`config.mk`:
```
export PLATFORM = sky130hd
export DESIGN_NAME = corr_acc_dump_ctrl
export DESIGN_NICKNAME = d
export VERILOG_FILES = /design/src/rtl/corr_acc_dump_ctrl.sv
export SDC_FILE = /design/constraint.sdc
export NUM_CORES = 1
export LEC_CHECK = 0
export ABC_CLOCK_PERIOD_IN_PS = 6500
export CAP_MARGIN = 20
export CORE_MARGIN = 5
export CORE_UTILIZATION = 30
export CTS_CLUSTER_DIAMETER = 120
export CTS_CLUSTER_SIZE = 24
export DETAILED_ROUTE_END_ITERATION = 10
export PLACE_DENSITY_LB_ADDON = 0.08
export REMOVE_ABC_BUFFERS = 1
export SYNTH_ARGS = -nofsm -noshare
export SYNTH_HDL_FRONTEND = slang
export SYNTH_SLANG_ARGS = --single-unit
```
`constraint.sdc`:
```
create_clock -name clk -period 6.5 [get_ports clk]
set_input_delay 1.3 -clock clk [delete_from_list [all_inputs] [get_ports clk]]
set_output_delay 1.3 -clock clk [all_outputs]
set_load 0.05 [all_outputs]
```
`src/rtl/corr_acc_dump_ctrl.sv`:
```
// -----------------------------------------------------------------------------
// corr_acc_dump_ctrl
//
// Control and capture stage sitting directly behind the correlator
// accumulators (aa, bb, ab_re, ab_im).
//   * Counts valid DFT samples against a software-set integration length and
//     raises acc_done on the last sample of each integration.
//   * Captures each accumulator dump and writes the four results, at one
//     shared address, into four result BRAM write ports (1-cycle latency).
//   * Capture is one-shot (stop when the buffer is full) or continuous (wrap).
//     Dumps arriving after a one-shot capture has filled are counted.
//
// Optional feature macro: DUMP_TIMESTAMP_EN
//   Adds dump_seq (free-running dump sequence number) and bram_seq (copy of
//   dump_seq registered alongside bram_we, for a fifth BRAM).
//
// Ports:
//   clk, rst            clock, synchronous active-low reset
//   cnt_rst             synchronous clear of the sample counter (active-high)
//   acc_len             samples per integration (0 behaves as 1)
//   samp_valid          DFT output valid
//   acc_done            last sample of the integration (combinational)
//   acc_valid, acc_*    aligned accumulator dump
//   arm                 single-cycle pulse that (re)starts capture at slot 0
//   continuous          1 = wrap and keep writing, 0 = stop when full
//   bram_we/addr/*      shared write port of the result BRAMs
//   busy                capture in progress
//   buf_full            one-shot capture complete
//   drop_count          dumps discarded after a one-shot capture (saturating)
// -----------------------------------------------------------------------------
module corr_acc_dump_ctrl #(
    parameter int DIN_WIDTH  = 32,
    parameter int BRAM_DEPTH = 128,
    parameter int ADDR_WIDTH = $clog2(BRAM_DEPTH),
    parameter int DROP_WIDTH = 16
) (
    input  logic                  clk,
    input  logic                  rst,
    input  logic                  cnt_rst,
    input  logic [31:0]           acc_len,
    input  logic                  samp_valid,
    output logic                  acc_done,
    input  logic                  acc_valid,
    input  logic [DIN_WIDTH-1:0]  acc_aa,
    input  logic [DIN_WIDTH-1:0]  acc_bb,
    input  logic [DIN_WIDTH-1:0]  acc_ab_re,
    input  logic [DIN_WIDTH-1:0]  acc_ab_im,
    input  logic                  arm,
    input  logic                  continuous,
    output logic                  bram_we,
    output logic [ADDR_WIDTH-1:0] bram_addr,
    output logic [DIN_WIDTH-1:0]  bram_aa,
    output logic [DIN_WIDTH-1:0]  bram_bb,
    output logic [DIN_WIDTH-1:0]  bram_ab_re,
    output logic [DIN_WIDTH-1:0]  bram_ab_im,
    output logic                  busy,
    output logic                  buf_full,
    output logic [DROP_WIDTH-1:0] drop_count
`ifdef DUMP_TIMESTAMP_EN
    ,
    output logic [31:0]           dump_seq,
    output logic [31:0]           bram_seq
`endif
);

    typedef enum logic [1:0] {IDLE, FILL, DONE} state_t;

    state_t                state, state_n;
    logic [ADDR_WIDTH-1:0] waddr, waddr_n;
    logic                  capture;
    logic                  buf_full_n;
    logic [DROP_WIDTH-1:0] drop_n;

    logic [31:0]           cnt;
    logic [31:0]           len_reg;
    logic [31:0]           len_load;

    // Output register stage (one cycle behind the accepted dump)
    logic                  we_p1;
    logic [ADDR_WIDTH-1:0] addr_p1;
    logic [DIN_WIDTH-1:0]  aa_p1, bb_p1, ab_re_p1, ab_im_p1;

    // ---------------- sample counter ----------------
    // A zero length would never terminate; treat it as one sample.
    assign len_load = (acc_len == 32'd0) ? 32'd1 : acc_len;

    // cnt_rst suppresses the strobe; reset gating keeps every output low in reset.
    assign acc_done = rst && samp_valid && !cnt_rst && (cnt == len_reg - 32'd1);

    always_ff @(posedge clk) begin
        if (!rst) begin
            cnt     <= 32'd0;
            len_reg <= len_load;
        end else if (cnt_rst || acc_done) begin
            cnt     <= 32'd0;
            len_reg <= len_load;
        end else if (samp_valid) begin
            cnt     <= cnt + 32'd1;
        end
    end

    // ---------------- write FSM ----------------
    always_comb begin
        state_n    = state;
        waddr_n    = waddr;
        capture    = 1'b0;
        buf_full_n = buf_full;
        drop_n     = drop_count;
        // arm has priority over a coincident dump, which is discarded uncounted
        if (arm) begin
            state_n    = FILL;
            waddr_n    = '0;
            buf_full_n = 1'b0;
            drop_n     = '0;
        end else begin
            case (state)
                FILL: begin
                    if (acc_valid) begin
                        capture = 1'b1;
                        waddr_n = waddr + 1'b1;  // natural wrap at BRAM_DEPTH
                        if (waddr == {ADDR_WIDTH{1'b1}} && !continuous) begin
                            state_n    = DONE;
                            buf_full_n = 1'b1;
                        end
                    end
                end
                DONE: begin
                    if (acc_valid && drop_count != {DROP_WIDTH{1'b1}})
                        drop_n = drop_count + 1'b1;
                end
                default: ;
            endcase
        end
    end

    always_ff @(posedge clk) begin
        if (!rst) begin
            state      <= IDLE;
            waddr      <= '0;
            buf_full   <= 1'b0;
            drop_count <= '0;
            we_p1      <= 1'b0;
            addr_p1    <= '0;
            aa_p1      <= '0;
            bb_p1      <= '0;
            ab_re_p1   <= '0;
            ab_im_p1   <= '0;
        end else begin
            state      <= state_n;
            waddr      <= waddr_n;
            buf_full   <= buf_full_n;
            drop_count <= drop_n;
            we_p1      <= capture;
            // data holds its last value between writes
            if (capture) begin
                addr_p1  <= waddr;
                aa_p1    <= acc_aa;
                bb_p1    <= acc_bb;
                ab_re_p1 <= acc_ab_re;
                ab_im_p1 <= acc_ab_im;
            end
        end
    end

    assign bram_we    = we_p1;
    assign bram_addr  = addr_p1;
    assign bram_aa    = aa_p1;
    assign bram_bb    = bb_p1;
    assign bram_ab_re = ab_re_p1;
    assign bram_ab_im = ab_im_p1;
    assign busy       = (state == FILL);

`ifdef DUMP_TIMESTAMP_EN
    // Counts every dump regardless of state, so gaps in bram_seq reveal drops.
    always_ff @(posedge clk) begin
        if (!rst) begin
            dump_seq <= 32'd0;
            bram_seq <= 32'd0;
        end else begin
            if (acc_valid)
                dump_seq <= dump_seq + 32'd1;
            if (capture)
                bram_seq <= dump_seq;
        end
    end
`endif

endmodule

```
==> summary.txt <==
Run status
  – Outcome: finished clean

Setup path
  – Worst Path Arrival: 4550 ps
  – Path type of the worst setup path: reg -> out
  – Kind of end point of the critical path: primary output
  – Worst EP required: 5200 ps
  – Number of buffers and inverters on the critical path: 1
  – Worst R2R Start: len_reg[0]
  – Worst R2R End: len_reg[14]
  – Launching element type of the critical path: flop
  – Setup slack on the worst flop-to-flop path: 2480 ps
  – Cell depth of the worst flop-to-flop path: 10
  – CP max FO: 14
  – CP top delay family: simple AND/OR/NAND/NOR gates
  – Slowest library cell on the worst path: sky130_fd_sc_hd__clkdlybuf4s50_1
  – Ordered cell list for the critical path: nor4_1 > nand3_1 > o31ai_1 > o21ai_0 > nor4_1 > nand3_1 > a2111oi_0 > clkdlybuf4s50_1
  – Delay of the slowest cell on the worst path: 890 ps

Placement
  – GP Congestion: 0.8645
  – Count of buffers from port buffering: 321
  – Setup Slack @ Placement: 741.7 ps
  – DP HPWL: 27340 um

Final layout
  – Share of cells above drive strength 1: 4.852%
  – Area added between synthesis and finish: 37.13%
  – Share of the core filled with cells in the final layout: 41.68%
  – NumNets Final: 1590

STA
  – Final critical-path setup slack: 649.8 ps
  – Headroom to the max-slew limit: 28.54%
  – Post-route setup TNS: 0 ps
  – Part of the cycle the worst path needs: 90.00%
  – Transition time of the tightest slew-check pin: 1072 ps
  – Setup repair after global routing missed its margin: no
  – Final number of hold-violating endpoints: 0
  – Number of setup violations in the final report: 0
  – Max-slew violations: 0
  – Clock Skews: 28.20 ps
  – Maximum clock frequency: 170.9 MHz
  – Hold WS: 468.5 ps
  – Minimum clock period: 5850 ps

Clock network
  – Clock insertion delay at the later pin of the skew report: 480 ps
  – Count of clock tree sinks: 225
  – Number of cells upsized or downsized after cts: 0
  – Post-CTS Hold Fix Bufs: 0
  – Total CTS buffers: 13
  – Buffer cell driving the clock tree root: sky130_fd_sc_hd__clkbuf_16
  – Post-CTS Setup Repair Bufs: 0
  – CTS H-tree depth: 1
  – Buffer depth of the longest clock path: 3
  – Clock tree from TritonCTS: yes
  – Clock Pin Slew Worst Setup and Hold Paths: 110 ps

Worst hold path
  – Hold Crit Endpoint: bram_aa[17]
  – Startpoint of the lowest-slack hold path: bram_aa[17]
  – Worst hold-check path type: reg -> reg
  – Hold-critical path depth: 2

Logic synthesis
  – Cell count after synthesis: 1172
  – Post-synthesis sequential element count: 225
  – Synthesized area: 10220 um2
  – Sequential share of the synthesized area: 47.22%
  – Mapped Avg Cell Area: 8.718 um2
  – Syn. warnings: 0
  – Number of different library cells in the post-synthesis netlist: 57
  – Post-synth EDFFs: 32
  – Proportion of register bits with asynchronous set or reset after synthesis: 0%
  – Top FF cell, synth: sky130_fd_sc_hd__dfxtp_1

Floorplan
  – Initial standard-cell utilization of the core: 30.39%
  – Cell row count: 67
  – Die H: 194.5 um
  – Floorplan die area: 37850 um2
  – Core ar.: 33620 um2
  – Width of the die: 194.5 um
  – Num ports: 322

Global route
  – Pin count of the biggest net entering global routing: 85
  – Overflow after GRT: 0
  – Global-route total usage across every layer: 18.15%
  – Wire length of the first global-routing pass: 55010 um
  – Number of global-route vias before repair: 8752
  – Number of antenna violations at the first check in global routing: 8

Power and ir drop
  – Highest ir drop seen on vdd: 0.1566 mV
  – Leak Pwr: 4.504 nW
  – Total power divided by cell area: 195.9 nW/um2

Detailed routing
  – Number of vias per cell: 4.718
  – Iter 0 DRT Violations: 390
  – Post-detailed-routing wire length: 35820 um
  – Number of antenna-violating nets in the routed design: 0
  – DR DRC count: 0
  – Routed wire per std cell: 19.10 um
  – Length of the first detailed-routing pass in iterations: 5
  – Vias post-DR: 8846

Flow run
  – MaxCap Viol Count: 0
[metal layers]
metal	vias to the layer above	GRT usage, %	share of wire [%]
met1	4144	22.02	42
met2	213	30.93	48
met5	-	0	0.23
met3	36	7.410	8.7
met4	12	2.865	1.3
li1	4441	-	-
[metrics by stage]
step,cell area (um2),std cells,power (mW)
2_1_floorplan,9769,1072,1.709
3_3_place_gp,13640,1852,1.923
3_5_place_dp,13640,1852,1.922
4_1_cts,14000,1870,2.792
5_1_grt,14000,1872,2.877
6_report,14010,1875,2.745
[area by class of cell]
type | instances | area (um2)
fillers | 3345 | 19610
multi-input cells | 836 | 4922
flip-flops and latches | 225 | 4825
repair buffers | 332 | 3293
well taps | 448 | 560.5
clock buffers | 17 | 340.3
inverters | 11 | 41.29
clock inverters | 1 | 16.27
diodes | 5 | 12.51
[power by group]
group / internal (mW) / switching, mW / leakage [nW]
clock network: 0.378 / 0.479 / 0.172
logic: 0.183 / 0.214 / 2.44
registers: 1.45 / 0.0384 / 1.89
total: 2.01 / 0.731 / 4.50
[synth_stat cells, types with 2 or more instances]
cell type | count | area share [%]
sky130_fd_sc_hd__ha_1 | 4 | 0.49
sky130_fd_sc_hd__edfxtp_1 | 32 | 9.4
sky130_fd_sc_hd__nor4b_1 | 2 | 0.17
sky130_fd_sc_hd__a21oi_1 | 11 | 0.54
sky130_fd_sc_hd__mux2_2 | 2 | 0.22
sky130_fd_sc_hd__nor4_1 | 21 | 1.3
sky130_fd_sc_hd__nand2b_1 | 9 | 0.55
sky130_fd_sc_hd__nand3b_1 | 4 | 0.29
sky130_fd_sc_hd__or3_1 | 6 | 0.37
sky130_fd_sc_hd__or4_1 | 7 | 0.51
sky130_fd_sc_hd__o21ai_0 | 7 | 0.34
sky130_fd_sc_hd__nor3_2 | 30 | 2.9
sky130_fd_sc_hd__nand2_1 | 308 | 11
sky130_fd_sc_hd__o31ai_1 | 3 | 0.22
sky130_fd_sc_hd__nand3_1 | 27 | 1.3
sky130_fd_sc_hd__o211ai_1 | 3 | 0.22
sky130_fd_sc_hd__xnor2_1 | 45 | 3.9
sky130_fd_sc_hd__inv_1 | 11 | 0.40
sky130_fd_sc_hd__a21boi_0 | 136 | 10
sky130_fd_sc_hd__o21bai_1 | 2 | 0.15
sky130_fd_sc_hd__o22ai_1 | 4 | 0.24
sky130_fd_sc_hd__buf_1 | 6 | 0.22
sky130_fd_sc_hd__nor2_1 | 62 | 2.3
sky130_fd_sc_hd__dfxtp_1 | 193 | 38
sky130_fd_sc_hd__o221ai_1 | 2 | 0.17
sky130_fd_sc_hd__buf_12 | 3 | 0.59
sky130_fd_sc_hd__nor2b_1 | 8 | 0.49
sky130_fd_sc_hd__nor3b_1 | 2 | 0.15
sky130_fd_sc_hd__and3_1 | 10 | 0.61
sky130_fd_sc_hd__clkbuf_1 | 87 | 3.2
sky130_fd_sc_hd__a211oi_1 | 3 | 0.22
sky130_fd_sc_hd__a21o_1 | 3 | 0.22
sky130_fd_sc_hd__mux2i_1 | 2 | 0.20
sky130_fd_sc_hd__xor2_1 | 39 | 3.3
sky130_fd_sc_hd__nor3_1 | 14 | 0.69
sky130_fd_sc_hd__a31oi_1 | 4 | 0.24
sky130_fd_sc_hd__and2_1 | 2 | 0.12
sky130_fd_sc_hd__nand4_1 | 25 | 1.5
sky130_fd_sc_hd__buf_6 | 3 | 0.33
sky130_fd_sc_hd__and4_1 | 12 | 1.0
sky130_fd_sc_hd__a2111oi_0 | 2 | 0.17
[cells by family after synthesis]
group | share of synthesized area [%]
simple gates | 26.23
flops | 47.22
buf+inv | 4.788
fa+ha+maj | 0.4899
mux | 0.4164
xor+xnor | 7.201
compound gates | 13.65
[how the worst max path moves through the flow]
stage,to,from,slack (ps),depth (start not counted)
2_1_floorplan,acc_done,len_reg[2],390,6
3_3_place_gp,acc_done,cnt_rst,730,9
3_5_place_dp,acc_done,cnt_rst,740,9
4_1_cts,acc_done,len_reg[7],620,8
5_1_grt,acc_done,len_reg[7],250,8
6_report,acc_done,len_reg[7],650,8
[worst min-delay path, cell delays in order (launching register included)]
cell and delay, ps:
sky130_fd_sc_hd__dfxtp_1 320, sky130_fd_sc_hd__nand2_1 40, sky130_fd_sc_hd__a21boi_0 60
[placed cells by master (no fill, tap or decap), types with 3 or more instances in the layout]
| cell | count |
|---|---|
| sky130_fd_sc_hd__a211oi_1 | 3 |
| sky130_fd_sc_hd__a21o_1 | 3 |
| sky130_fd_sc_hd__xor2_1 | 39 |
| sky130_fd_sc_hd__edfxtp_1 | 32 |
| sky130_fd_sc_hd__buf_4 | 12 |
| sky130_fd_sc_hd__xnor2_1 | 45 |
| sky130_fd_sc_hd__clkbuf_1 | 4 |
| sky130_fd_sc_hd__and3_1 | 10 |
| sky130_fd_sc_hd__diode_2 | 5 |
| sky130_fd_sc_hd__nand4_1 | 25 |
| sky130_fd_sc_hd__nand3_1 | 27 |
| sky130_fd_sc_hd__a31oi_1 | 4 |
| sky130_fd_sc_hd__nor3_1 | 14 |
| sky130_fd_sc_hd__a21oi_1 | 11 |
| sky130_fd_sc_hd__or3_1 | 6 |
| sky130_fd_sc_hd__clkbuf_16 | 13 |
| sky130_fd_sc_hd__inv_1 | 11 |
| sky130_fd_sc_hd__nand3b_1 | 4 |
| sky130_fd_sc_hd__o21ai_0 | 7 |
| sky130_fd_sc_hd__nor2b_1 | 8 |
| sky130_fd_sc_hd__or4_1 | 7 |
| sky130_fd_sc_hd__dfxtp_1 | 193 |
| sky130_fd_sc_hd__and4_1 | 11 |
| sky130_fd_sc_hd__nor2_1 | 61 |
| sky130_fd_sc_hd__o31ai_1 | 3 |
| sky130_fd_sc_hd__nand2b_1 | 7 |
| sky130_fd_sc_hd__o22ai_1 | 4 |
| sky130_fd_sc_hd__nand2_1 | 308 |
| sky130_fd_sc_hd__nor3_2 | 30 |
| sky130_fd_sc_hd__o211ai_1 | 3 |
| sky130_fd_sc_hd__clkdlybuf4s50_1 | 320 |
| sky130_fd_sc_hd__ha_1 | 4 |
| sky130_fd_sc_hd__nor4_1 | 21 |
| sky130_fd_sc_hd__a21boi_0 | 136 |
Power figures use the tool's default switching activity.
